==> src/rtl/fetch_if.sv <==
// Fetch controller bus: decode handshake, branch redirect,
// instruction memory request/response and status.
interface fetch_if #(
    parameter int INSTR_W = 16
);
    logic               iStall;
    logic               iBranchTaken;
    logic [9:0]         iBranchTarget;
    logic               iMemAck;
    logic [INSTR_W-1:0] iMemData;
    logic               oMemReq;
    logic [9:0]         oMemAddr;
    logic [INSTR_W-1:0] oInstr;
    logic               oInstrValid;
    logic [9:0]         oPC;
    logic [9:0]         wPC_salida;
    logic               oError;

    modport master (
        input  iStall, iBranchTaken, iBranchTarget,
        input  iMemAck, iMemData,
        output oMemReq, oMemAddr, oInstr, oInstrValid,
        output oPC, wPC_salida, oError
    );

    modport slave (
        output iStall, iBranchTaken, iBranchTarget,
        output iMemAck, iMemData,
        input  oMemReq, oMemAddr, oInstr, oInstrValid,
        input  oPC, wPC_salida, oError
    );
endinterface

==> src/rtl/fetch_controller.sv <==
// Instruction fetch controller: request/issue loop with branch
// redirect, in-flight flush and memory timeout halt.
module fetch_controller #(
    parameter logic [9:0] RESET_PC = 10'd0,
    parameter int         INSTR_W  = 16,
    parameter int         TIMEOUT  = 8
) (
    input  logic     Clock,
    input  logic     Reset,
    fetch_if.master  bus
);
    localparam int CW = $clog2(TIMEOUT + 1);

    localparam logic [1:0] FETCH = 2'd0;
    localparam logic [1:0] ISSUE = 2'd1;
    localparam logic [1:0] FLUSH = 2'd2;
    localparam logic [1:0] HALT  = 2'd3;

    logic [1:0]         state;
    logic [9:0]         pc;
    logic [9:0]         flush_addr;
    logic [9:0]         opc;
    logic [INSTR_W-1:0] instr;
    logic               err;
    logic [CW-1:0]      wait_cnt;

    logic req;
    logic ack;
    logic timeout_hit;

    // A request is outstanding in FETCH and FLUSH; acks elsewhere are ignored.
    assign req         = (state == FETCH) || (state == FLUSH);
    assign ack         = req && bus.iMemAck;
    assign timeout_hit = req && !bus.iMemAck &&
                         (wait_cnt == CW'(TIMEOUT - 1));

    // State, PC and issued-instruction registers.
    always_ff @(posedge Clock or posedge Reset) begin
        if (Reset) begin
            state      <= FETCH;
            pc         <= RESET_PC;
            flush_addr <= RESET_PC;
            opc        <= '0;
            instr      <= '0;
            err        <= 1'b0;
            wait_cnt   <= '0;
        end else begin
            if (req) begin
                wait_cnt <= ack ? '0 : wait_cnt + CW'(1);
            end
            case (state)
                FETCH: begin
                    if (timeout_hit) begin
                        state <= HALT;
                        err   <= 1'b1;
                    end else if (ack) begin
                        if (bus.iBranchTaken) begin
                            pc <= bus.iBranchTarget;
                        end else begin
                            instr <= bus.iMemData;
                            opc   <= pc;
                            pc    <= pc + 10'd1;
                            state <= ISSUE;
                        end
                    end else if (bus.iBranchTaken) begin
                        flush_addr <= pc;
                        pc         <= bus.iBranchTarget;
                        state      <= FLUSH;
                    end
                end
                FLUSH: begin
                    if (timeout_hit) begin
                        state <= HALT;
                        err   <= 1'b1;
                    end else begin
                        if (bus.iBranchTaken) begin
                            pc <= bus.iBranchTarget;
                        end
                        if (ack) begin
                            state <= FETCH;
                        end
                    end
                end
                ISSUE: begin
                    if (bus.iBranchTaken) begin
                        pc    <= bus.iBranchTarget;
                        state <= FETCH;
                    end else if (!bus.iStall) begin
                        state <= FETCH;
                    end
                end
                default: begin
                    state <= HALT;
                end
            endcase
        end
    end

    // Outputs: the flush keeps presenting the abandoned address.
    always_comb begin
        bus.oMemReq     = req;
        bus.oMemAddr    = (state == FLUSH) ? flush_addr : pc;
        bus.oInstr      = instr;
        bus.oInstrValid = (state == ISSUE);
        bus.oPC         = opc;
        bus.wPC_salida  = pc;
        bus.oError      = err;
    end
endmodule

==> src/flat_wrapper.sv <==
// flat-port wrapper written by rule: the top's interface ports become plain ports
module fetch_controller_flat 
#(
    parameter logic [9:0] RESET_PC = 10'd0,
    parameter int         INSTR_W  = 16,
    parameter int         TIMEOUT  = 8
)
  (Clock, Reset, bus_iStall, bus_iBranchTaken, bus_iBranchTarget, bus_iMemAck, bus_iMemData, bus_oMemReq, bus_oMemAddr, bus_oInstr, bus_oInstrValid, bus_oPC, bus_wPC_salida, bus_oError);
  fetch_if #(.INSTR_W(INSTR_W)) bus_i ();
  input  logic Clock;
  input  logic Reset;
  input wire logic [$bits(bus_i.iStall)-1:0] bus_iStall;
  input wire logic [$bits(bus_i.iBranchTaken)-1:0] bus_iBranchTaken;
  input wire logic [$bits(bus_i.iBranchTarget)-1:0] bus_iBranchTarget;
  input wire logic [$bits(bus_i.iMemAck)-1:0] bus_iMemAck;
  input wire logic [$bits(bus_i.iMemData)-1:0] bus_iMemData;
  output wire logic [$bits(bus_i.oMemReq)-1:0] bus_oMemReq;
  output wire logic [$bits(bus_i.oMemAddr)-1:0] bus_oMemAddr;
  output wire logic [$bits(bus_i.oInstr)-1:0] bus_oInstr;
  output wire logic [$bits(bus_i.oInstrValid)-1:0] bus_oInstrValid;
  output wire logic [$bits(bus_i.oPC)-1:0] bus_oPC;
  output wire logic [$bits(bus_i.wPC_salida)-1:0] bus_wPC_salida;
  output wire logic [$bits(bus_i.oError)-1:0] bus_oError;
  assign bus_i.iStall = bus_iStall;
  assign bus_i.iBranchTaken = bus_iBranchTaken;
  assign bus_i.iBranchTarget = bus_iBranchTarget;
  assign bus_i.iMemAck = bus_iMemAck;
  assign bus_i.iMemData = bus_iMemData;
  assign bus_oMemReq = bus_i.oMemReq;
  assign bus_oMemAddr = bus_i.oMemAddr;
  assign bus_oInstr = bus_i.oInstr;
  assign bus_oInstrValid = bus_i.oInstrValid;
  assign bus_oPC = bus_i.oPC;
  assign bus_wPC_salida = bus_i.wPC_salida;
  assign bus_oError = bus_i.oError;
  fetch_controller #(.RESET_PC(RESET_PC), .INSTR_W(INSTR_W), .TIMEOUT(TIMEOUT)) u_core (.Clock(Clock), .Reset(Reset), .bus(bus_i));
endmodule
==> config.mk <==
export PLATFORM = sky130hd
export DESIGN_NAME = fetch_controller_flat
export DESIGN_NICKNAME = d
export VERILOG_FILES = /design/src/rtl/fetch_if.sv /design/src/rtl/fetch_controller.sv /design/src/flat_wrapper.sv
export SDC_FILE = /design/constraint.sdc
export NUM_CORES = 1
export LEC_CHECK = 0
export BUFFER_PORTS_ARGS = -buffer_cell sky130_fd_sc_hd__buf_2
export CORE_MARGIN = 10
export CORE_UTILIZATION = 45
export DETAILED_ROUTE_END_ITERATION = 10
export GPL_ROUTABILITY_DRIVEN = 0
export PLACE_DENSITY = 0.79
export SLEW_MARGIN = 20
export SYNTH_ARGS = -nofsm -noshare
export SYNTH_HDL_FRONTEND = slang
export SYNTH_SLANG_ARGS = --single-unit
==> constraint.sdc <==
create_clock -name Clock -period 3.7 [get_ports Clock]
set_clock_uncertainty 0.1 [all_clocks]
set_input_delay 0.74 -clock Clock [delete_from_list [all_inputs] [get_ports Clock]]
set_output_delay 0.74 -clock Clock [all_outputs]
set_load 0.01 [all_outputs]
# --- After elaboration in Yosys (flattened, before gate mapping) ---
# Cells that the tools add are included.
classes:
  n_addsub: 2
  eq_ne: 9
  n_mux: 17
  n_bitwise: 3
  reduce_logical: 13
ops:
  columns: ["operator", "n"]
  rows:
  - ["two-way mux 10 bit", 6]
  - ["one-hot mux 10 bit (3 select lines)", 1]
  - ["two-way mux 2 bit", 8]
  - ["AND reduction 4 bit", 3]
  - ["adder 10 x 1 -> 10 bit (second input constant)", 1]
  - ["one-hot mux 2 bit (3 select lines)", 1]
  - ["adder 4 x 1 -> 4 bit (second input constant)", 1]
  - ["equality test 4 x 3 -> 1 bit (second input constant)", 1]
  - ["two-way mux 4 bit", 1]
  - ["!= test 2 bit (second input constant)", 2]
  - ["!= test 4 x 2 -> 1 bit (second input constant)", 1]
  - ["!= test 4 bit (second input constant)", 1]
  - ["logical AND 1 bit", 3]
  - ["!= test 3 x 1 -> 1 bit (second input constant)", 1]
  - ["!= test 3 bit (second input constant)", 1]
  - ["NOT 1 bit", 3]
  - ["AND reduction 3 bit", 1]
  - ["nonzero test 3 bit", 1]
  - ["equality test 2 x 1 -> 1 bit (second input constant)", 1]
  - ["equality test 2 bit (second input constant)", 1]
  - ["zero test 2 bit", 1]
  - ["AND reduction 2 bit", 1]
  - ["OR reduction 2 bit", 1]
  - ["zero test 1 bit", 1]
  - ["logical OR 1 bit", 1]
totals:
  register_bits: 53
  inputBits: 31
  out_inout_bits: 49
  wordCells: 51

# --- Logic depth before layout (Yosys ltp) ---
# Gate-level depths: netlist of run 1.
logic_depth:
  depth_word: 6
  mapped_depth: 9
  ltp_nobuf: 7

# --- Worst setup path after synthesis of run 1 ---
# Ideal clock, no wire load.
synth_timing:
  path_type: "register to output"
  from: "register u_core.state[0]"
  to: "output bus_oMemAddr[3]"
  arrival_time_ps: 1456
  t_required_ps: 2860
  setup_slack_ps: 1404
  stages_incl_launch_ff: 5
  path_buffers: 1
  cell_sequence: "dfrtp_1 > inv_1 > ha_1 > clkbuf_1 > mux2_2"
synth_between:
  elab_chain_cells: 2
synth_rtl:
  columns: ["element", "line", "source"]
  rows:
  - ["start: declaration", "fetch_controller.sv:19", "logic [1:0] state;"]
  - ["start signal: assignment", "fetch_controller.sv:40", "state <= FETCH;"]
  - ["start signal: assignment", "fetch_controller.sv:54", "state <= HALT;"]
  - ["start signal: assignment", "fetch_controller.sv:63", "state <= ISSUE;"]
  - ["equality test 2 bit", "fetch_controller.sv:102", "bus.oMemAddr = (state == FLUSH) ? flush_addr : pc;"]
  - ["two-way mux 10 bit", "fetch_controller.sv:102", null]
  - ["end: declaration", "flat_wrapper.sv:18", "output wire logic [$bits(bus_i.oMemAddr)-1:0] bus_oMemAddr;"]
# No other way between the ends.

# --- Worst setup path in the final report of run 1 ---
layout_timing:
  from: "register u_core.state[0]"
  to: "output bus_oMemReq"
layout_between:
  elab_chain_cells: 2
  elab_cells_between_ends: 3
layout_rtl:
  columns: ["element", "line", "source"]
  rows:
  - ["equality test 2 bit / zero test 2 bit (equally long branches)", "fetch_controller.sv:32", "assign req = (state == FETCH) || (state == FLUSH);"]
  - ["logical OR 1 bit (*)", "fetch_controller.sv:32", null]
  - ["end: declaration", "flat_wrapper.sv:17", "output wire logic [$bits(bus_i.oMemReq)-1:0] bus_oMemReq;"]
# Every way passes the cells marked *; elsewhere a longest branch is shown, timed or not.

==> results.yml, run 1 <==
run_status:
  outcome: "completed"
timing:
  max_freq_mhz: 330
  tns_ns: 0
  finalSetupViolations: 0
  hold_viol: 0
  drv_slew: 0
  holdWs_ns: 0.355
  min_period_over_period: 0.820
  min_period_ns: 3.03
  slew_headroom: 0.397
  layout_setup_ws_ns: 0.668
  grt_setup_unrepaired: "false"
  tightestPinTransition_ns: 0.903
route:
  drc: 0
  drtIter0Drc: 100
  dr.pass1.iters: 4
  wl_per_cell_um: 16.5
  drtAntennaViolNets: 0
  vias_per_cell: 5.37
  num_vias: 2008
  wl_mm: 6.16
global_routing:
  antenna_found_initial: 0
  grt_pass1_vias: 2057
  overflow: 0
  grt_first_pass_wirelength_mm: 10.2
  grt_max_degree: 54
  grt_usage: 0.140
floorplan:
  start_util: 0.468
  placementRows: 27
  die_h_um: 96.1
  core_area_um2: 5570
  boundaryPins: 80
  die_area_um2: 9240
  die-width_um: 96.1
final_layout:
  antennaDiodeCount: 0
  drive_above_1_share: 0.444
  fillers: 505
  syn_to_final_growth_pct: 19.9
  final_nets: 338
power_and_ir_drop:
  finalPower_uw: 2500
  peakVddDrop_mv: 0.372
  leakagePower_uw: 0.00147
  p_per_area_nw_per_um2: 800
logic_synthesis:
  syn_area_um2: 2610
  async_reset_ff_frac: 1.00
  synthCells: 228
  yosysTopAreaCellShare: 0.509
  ys_seq_elements: 53
  ys_warn_count: 0
  syn-num-nets: 265
  synth-edff-count: 0
  synth.area.top_cells: "dfrtp_1, mux2_2, ha_1"
  yosysMostFrequentCell: "dfrtp_1"
  yosys.cell_types.count: 41
  yosysSeqAreaShare: 0.509
  synthFlopType: "dfrtp_1"
  yosys-top-cells-count: "dfrtp_1, mux2_2, nand2_1"
  synth_area_per_cell_um2: 11.4
  yosys.area.top_type: "dfrtp_1"
clock_tree:
  clk_path_buf_depth: 2
  ctsRootBufferMaster: "clkbuf_8"
  cts_resized: 0
  clkLatencyLatePin_ns: 0.31
  cts_num_sinks: 53
  cts_max_level: 2
  cts_buffers: 5
  cts_tree: "done"
  clkSlewWorstSetupHoldPaths_ns: 0.08
  post_cts_buffers: 0
  hold_buffers: 0
setup_path:
  critPathSlowestCell: "nor2_2"
  cp_max_fo: 18
  r2r_setup_slack_ns: 0.93
  timing.rr.start: "u_core.state[0]"
  path_common_cell: "inv_1"
  end_kind: "primary output"
  slowest_delay_ns: 0.57
  critPathKind: "register to primary output"
  cp_cell_sequence: "inv_1 > ha_1 > nor2_2 > inv_1 > buf_2"
  cp.arrival_ns: 2.19
  cp-startpoint: "u_core.state[0]"
  start_kind: "register"
  worst_ep_required_time_ns: 2.86
place:
  pre_cts_ws_ns: 0.983
  dp_hpwl_mm: 4.55
  portBuffers: 79
hold_path:
  worstHoldStart: "u_core.bus.oError"
  min_path_type: "register to register"
flow_run:
  drv_cap: 0
## routing by layer
layer,wire [um],vias up,track usage
met2,3140,54,0.233
met5,0,-,0
met4,90,0,0.0516
met1,2450,979,0.166
met3,476,5,0.0451
li1,-,970,-
## registers in the layout, indices dropped and copies added (netlist names)
name,cells
u_core.bus.wPC_salida,10
u_core.wait_cnt,4
u_core.flush_addr,10
u_core.state,2
u_core.bus.oPC,10
u_core.bus.oInstr,16
u_core.bus.oError,1
## layout by cell type (no fill, tap or decap), types with 3 or more instances in the layout
cell,netlist,layout
buf_2,3,79
a22o_1,3,3
inv_1,10,9
mux2_2,43,43
a211oi_1,3,3
ha_1,6,6
or3_1,3,3
clkbuf_8,0,5
o21ai_0,12,12
dfrtp_1,53,53
nor2_1,12,12
nor3_1,4,4
nand3_1,5,5
nand2_1,19,19
o31ai_1,3,3
o41ai_1,3,3
a21oi_1,6,6
## where the power goes
part           leakage [uW]  internal [uW]  switching (uW)
combinational      0.000807            556             594
sequential         0.000629            842             191
clock             0.0000385            134             184
## logic make-up (layout without fill, tap and decap cells)
| kind of cell | count (synthesis) | after routing | synth area share |
|---|---|---|---|
| flops | 53 | 53 | 0.509 |
| simple gates | 53 | 53 | 0.0979 |
| mux | 47 | 47 | 0.202 |
| compound gates | 44 | 44 | 0.118 |
| buf+inv | 25 | 99 | 0.0446 |
| fa+ha+maj | 6 | 6 | 0.0288 |
## worst max-delay path: cells and delay by family (launching register included)
kind / cells / cell delay (ns)
fa+ha+maj: 1 / 0.46
buf+inv: 3 / 0.44
flops: 1 / 0.43
simple gates: 1 / 0.57
## path summary, 6_finish.rpt
path                                            end  depth (start not counted)
max                                     bus_oMemReq                          5
min                               u_core.bus.oError                          1
max reg2reg                u_core.bus.wPC_salida[3]                          8
min reg2reg                       u_core.bus.oError                          1
max in group asynchronous  u_core.bus.wPC_salida[2]                          2
min in group asynchronous      u_core.bus.oInstr[2]                          2
## layout make-up
class / instances / area [um^2] / share of cell area
Multi-Input combinational cell: 150 / 1160 / 0.373
Clock inverter: 1 / 7.51 / 0.00240
Timing Repair Buffer: 81 / 423 / 0.135
Clock buffer: 7 / 76.3 / 0.0244
Tap cell: 72 / 90.1 / 0.0288
Sequential cell: 53 / 1330 / 0.424
Inverter: 10 / 38.8 / 0.0124
## stage by stage
| step | instance area (um^2) | cells | utilization |
|---|---|---|---|
| detailed placement | 3040 | 366 | 0.546 |
| global route | 3130 | 374 | 0.561 |
| CTS | 3130 | 374 | 0.561 |
| global placement | 3040 | 366 | 0.546 |
| finish | 3130 | 374 | 0.561 |
| floorplan | 2610 | 228 | - |
Power figures use the tool's default switching activity.
==> run 2, diff against run 1 <==
Settings changed: ABC_AREA from default to 1.
Clock period 3.7 ns to 2.95 ns, I/O delays scaled along.
==> results.yml, run 2 <==
logic_synthesis:
  yosys.area.top_type: "dfrtp_1"
  yosysTopAreaCellShare: 0.486
  ys_warn_count: 0
  yosysSeqAreaShare: 0.486
  yosys.cell_types.count: 25
  synthFlopType: "dfrtp_1"
  synthCells: 324
  async_reset_ff_frac: 1.00
  yosys-top-cells-count: "nand2_1, dfrtp_1, inv_1"
  yosysMostFrequentCell: "nand2_1"
  syn-num-nets: 361
  synth_area_per_cell_um2: 8.42
  ys_seq_elements: 53
  synth-edff-count: 0
  synth.area.top_cells: "dfrtp_1, nand2_1, mux2_2"
  syn_area_um2: 2730
global_routing:
  grt_usage: 0.139
  grt_pass1_vias: 2349
  antenna_found_initial: 0
  grt_max_degree: 37
  overflow: 0
  grt_first_pass_wirelength_mm: 11.4
floorplan:
  core_area_um2: 5890
  placementRows: 28
  die_h_um: 97.9
  boundaryPins: 80
  die-width_um: 97.9
  start_util: 0.463
  die_area_um2: 9580
place:
  pre_cts_ws_ns: 0.204
  portBuffers: 79
  dp_hpwl_mm: 5.30
timing:
  finalSetupViolations: 0
  grt_setup_unrepaired: "false"
  holdWs_ns: 0.0742
  tns_ns: 0
  max_freq_mhz: 399
  min_period_ns: 2.51
  min_period_over_period: 0.850
  slew_headroom: 0.698
  layout_setup_ws_ns: 0.442
  hold_viol: 0
  drv_slew: 0
  tightestPinTransition_ns: 0.453
power_and_ir_drop:
  p_per_area_nw_per_um2: 1040
  p_clk_frac: 0.121
  p_comb_frac: 0.499
  p_int_uw: 1930
  sw_frac_of_total: 0.434
  peakVddDrop_mv: 0.434
  p_seq_frac: 0.379
  p_sw_uw: 1480
  leakagePower_uw: 0.00168
setup_path:
  end_kind: "register"
  reg2reg_to: "u_core.bus.wPC_salida[6]"
  cp.arrival_ns: 2.61
  cp_max_fo: 23
  r2r_cells: 11
  critPathKind: "register to register"
  worst_ep_required_time_ns: 3.06
  timing.rr.start: "u_core.state[0]"
  r2r_setup_slack_ns: 0.44
  start_kind: "register"
clock_tree:
  cts_buffers: 5
  post_cts_buffers: 0
  ctsRootBufferMaster: "clkbuf_8"
  cts_num_sinks: 53
  cts_tree: "done"
  clk_path_buf_depth: 2
  cts_max_level: 2
  clkSlewWorstSetupHoldPaths_ns: 0.09
  clkLatencyLatePin_ns: 0.30
  hold_buffers: 0
final_layout:
  drive_above_1_share: 0.295
  layout_common_cells: "nand2_1, buf_2, dfrtp_1"
  antennaDiodeCount: 0
  final_util: 0.557
  syn_to_final_growth_pct: 20.2
  final_common_cell: "nand2_1"
  final_nets: 440
  largest_reg_flops: 16
route:
  drtIter0Drc: 162
  drc: 0
  vias_per_cell: 5.10
  wl_mm: 6.67
  drtAntennaViolNets: 0
  dr.pass1.iters: 5
  wl_per_cell_um: 14.0
  num_vias: 2438
run_status:
  outcome: "completed"
hold_path:
  min_path_type: "input port to asynchronous set/reset pin"
flow_run:
  drv_cap: 0
## run 2: worst max-delay path by stage
stage | slack (ns) | endpoint | cells after the start | from
finish | 0.44 | u_core.bus.wPC_salida[6] | 11 | u_core.state[0]
global route | 0.18 | u_core.bus.wPC_salida[6] | 11 | u_core.state[0]
CTS | 0.19 | u_core.bus.wPC_salida[6] | 11 | u_core.state[0]
detailed placement | 0.20 | u_core.bus.wPC_salida[6] | 11 | u_core.state[0]
global placement | 0.37 | u_core.bus.wPC_salida[6] | 11 | u_core.state[0]
floorplan | 0.95 | bus_oMemAddr[0] | 4 | u_core.state[0]
## run 2: what timing repair did
item                                    in CTS  in global routing
hold endpoints to repair                     0                  0
gates resized for setup                      0                  1
endpoints found under the setup margin       0                  4
## run 2: area by class of cell
cell class | instances | area (um^2)
Multi-Input combinational cell | 228 | 1220
Fill cell | 536 | 2610
Inverter | 31 | 116
Tap cell | 75 | 93.8
Clock inverter | 1 | 7.51
Clock buffer | 6 | 82.6
Sequential cell | 53 | 1330
Timing Repair Buffer | 84 | 433
## run 2: cells by family (layout without fill, tap and decap cells)
| kind of cell | Yosys count | in the layout | synth area share |
|---|---|---|---|
| AO/OA/AOI/OAI | 44 | 44 | 0.0972 |
| adder cells (fa/ha/maj) | 6 | 6 | 0.0275 |
| buffers and inverters | 43 | 122 | 0.0679 |
| flip-flops | 53 | 53 | 0.486 |
| multiplexers | 16 | 16 | 0.0661 |
| AND/OR/NAND/NOR | 162 | 162 | 0.255 |
## run 2: critical path: stages, from the launching register on
cell	delay (ns)
dfrtp_1	0.48
inv_1	0.14
ha_2	0.46
inv_1	0.13
nand2_2	0.12
nand3_1	0.30
inv_1	0.32
nand4_1	0.12
nand2_1	0.08
nand2_1	0.05
nand2_1	0.06
inv_1	0.04
## run 2: through the flow
stage               cell area, um^2  cells  power (uW)
global placement               3190    471        2960
CTS                            3280    478        3450
global route                   3280    478        3730
floorplan                      2730    324        2390
finish                         3280    478        3410
detailed placement             3190    471        3040
## run 2: power by group through the flow
stage	combinational [uW]	clock, uW	sequential [uW]
4_1_cts	1730	421	1290
3_5_place_dp	1730	0	1310
3_3_place_gp	1670	0	1290
2_1_floorplan	1000	0	1390
6_report	1700	413	1290
5_1_grt	1930	455	1340
## run 2: layer usage
metal  wire length (um)  share of wire  up-vias  GRT usage
met3                507          0.076        5     0.0374
li1                   -              -     1200          -
met4                 49         0.0073        0     0.0436
met1               2940           0.44     1148      0.177
met5                  0              0        -          0
met2               3180           0.48       85      0.224
==> run 3, diff against run 2 <==
Settings changed: CORE_UTILIZATION 45 to 49, PLACE_DENSITY 0.79 to 0.84.
==> results.yml, run 3 (synthesis gave the netlist of run 2 again) <==
setup_path:
  end_kind: "register"
  path_common_cell: "inv_1"
  cp.depth: 12
  cp_num_buf_inv: 5
  cp.arrival_ns: 2.61
  critPathSlowestCell: "dfrtp_1"
  worst_ep_required_time_ns: 3.06
  slowest_delay_ns: 0.48
  cp_max_fo: 23
  cp_cell_sequence: "inv_1 > ha_1 > buf_4 > inv_1 > nand2_2 > nand3_1 > inv_1 > nand4_1 > nand2_1 > nand2_1 > nand2_1 > inv_1"
  critPathKind: "register to register"
  crit_family: "buffers and inverters"
  start_kind: "register"
  r2r_cells: 12
timing:
  tns_ns: 0
  tightestPinTransition_ns: 0.663
  finalSetupViolations: 0
  holdWs_ns: 0.270
  min_period_ns: 2.50
  max_freq_mhz: 401
  min_period_over_period: 0.846
  slew_headroom: 0.557
  drv_slew: 0
  layout_setup_ws_ns: 0.454
  hold_viol: 0
  grt_setup_unrepaired: "false"
hold_path:
  min_path_type: "input port to asynchronous set/reset pin"
route:
  drtIter0Drc: 136
  num_vias: 2446
  dr.pass1.iters: 5
  drc: 0
  wl_per_cell_um: 14.3
  wl_mm: 6.83
  drtAntennaViolNets: 0
  vias_per_cell: 5.14
final_layout:
  antennaDiodeCount: 0
  layout_common_cells: "nand2_1, buf_2, dfrtp_1"
  drive_above_1_share: 0.292
  final_nets: 440
  fillers: 486
  final_common_cell: "nand2_1"
  largest_reg_flops: 16
  syn_to_final_growth_pct: 19.9
floorplan:
  die_h_um: 94.6
  die-width_um: 94.6
  die_area_um2: 8950
  start_util: 0.501
  core_area_um2: 5440
  boundaryPins: 80
  placementRows: 27
global_routing:
  use_met3: 0.0500
  use_met2: 0.247
  grt_first_pass_wirelength_mm: 11.2
  antenna_found_initial: 0
  use_met1: 0.188
  grt.busiest_layer: "met2"
  grt_max_degree: 37
  grt_pass1_vias: 2406
  grt_usage: 0.152
  overflow: 0
clock_tree:
  cts_resized: 0
  post_cts_buffers: 0
  cts_max_level: 2
  hold_buffers: 0
  cts_buffers: 5
  clk_path_buf_depth: 2
  cts_num_sinks: 53
  ctsRootBufferMaster: "clkbuf_8"
  cts_tree: "done"
  clkSlewWorstSetupHoldPaths_ns: 0.10
  clkLatencyLatePin_ns: 0.30
place:
  dp_hpwl_mm: 5.25
  pre_cts_ws_ns: 0.506
  portBuffers: 79
run_status:
  outcome: "completed"
power_and_ir_drop:
  peakVddDrop_mv: 0.444
  p_per_area_nw_per_um2: 1050
  leakagePower_uw: 0.00167
flow_run:
  drv_cap: 0
-- run 3: area by class of cell --
| class | instances | area, um^2 | share of cell area |
|---|---|---|---|
| sequential | 53 | 1330 | 0.406 |
| timing repair buffer | 84 | 433 | 0.132 |
| clock buffer | 6 | 72.6 | 0.0222 |
| inverter | 31 | 116 | 0.0356 |
| multi-input combinational | 228 | 1220 | 0.372 |
| clock inverter | 2 | 15.0 | 0.00459 |
| tap | 72 | 90.1 | 0.0276 |
-- run 3: final timing paths --
check / start / slack, ns / endpoint
min in group Clock: u_core.bus.oError / 0.37 / u_core.bus.oError
worst min-delay path: Reset / 0.27 / u_core.bus.oInstr[11]
worst max-delay path: u_core.state[0] / 0.45 / u_core.bus.wPC_salida[6]
worst max register to register: u_core.state[0] / 0.45 / u_core.bus.wPC_salida[6]
max in group asynchronous: Reset / 1.86 / u_core.bus.oInstr[15]
worst min register to register: u_core.bus.oError / 0.37 / u_core.bus.oError
-- run 3: layer usage --
metal,routed length [um],share of wire
met2,3210,0.47
met5,0,0
met3,634,0.093
met4,85,0.012
met1,2900,0.42
-- run 3: stage by stage --
stage               area, um^2  cells   util  total power, uW
finish                    3270    476  0.601             3420
global route              3270    476  0.601             3730
CTS                       3270    476  0.601             3450
detailed placement        3180    468  0.585             3040
global placement          3180    468  0.585             2960
floorplan                 2730    324      -             2390
-- run 3: worst reg2reg max path, delay by kind of cell, from the launching register on --
family | cells | cell delay (ns)
DFF | 1 | 0.48
buffers and inverters | 5 | 0.86
adders and majority gates | 1 | 0.17
and+or+nand+nor | 6 | 0.81
-- run 3: power breakdown --
group          total (uW)  internal, uW  leakage [uW]  switching [uW]
clock                 405           168     0.0000374             238
combinational        1720           684       0.00101            1040
sequential           1300          1060      0.000625             237
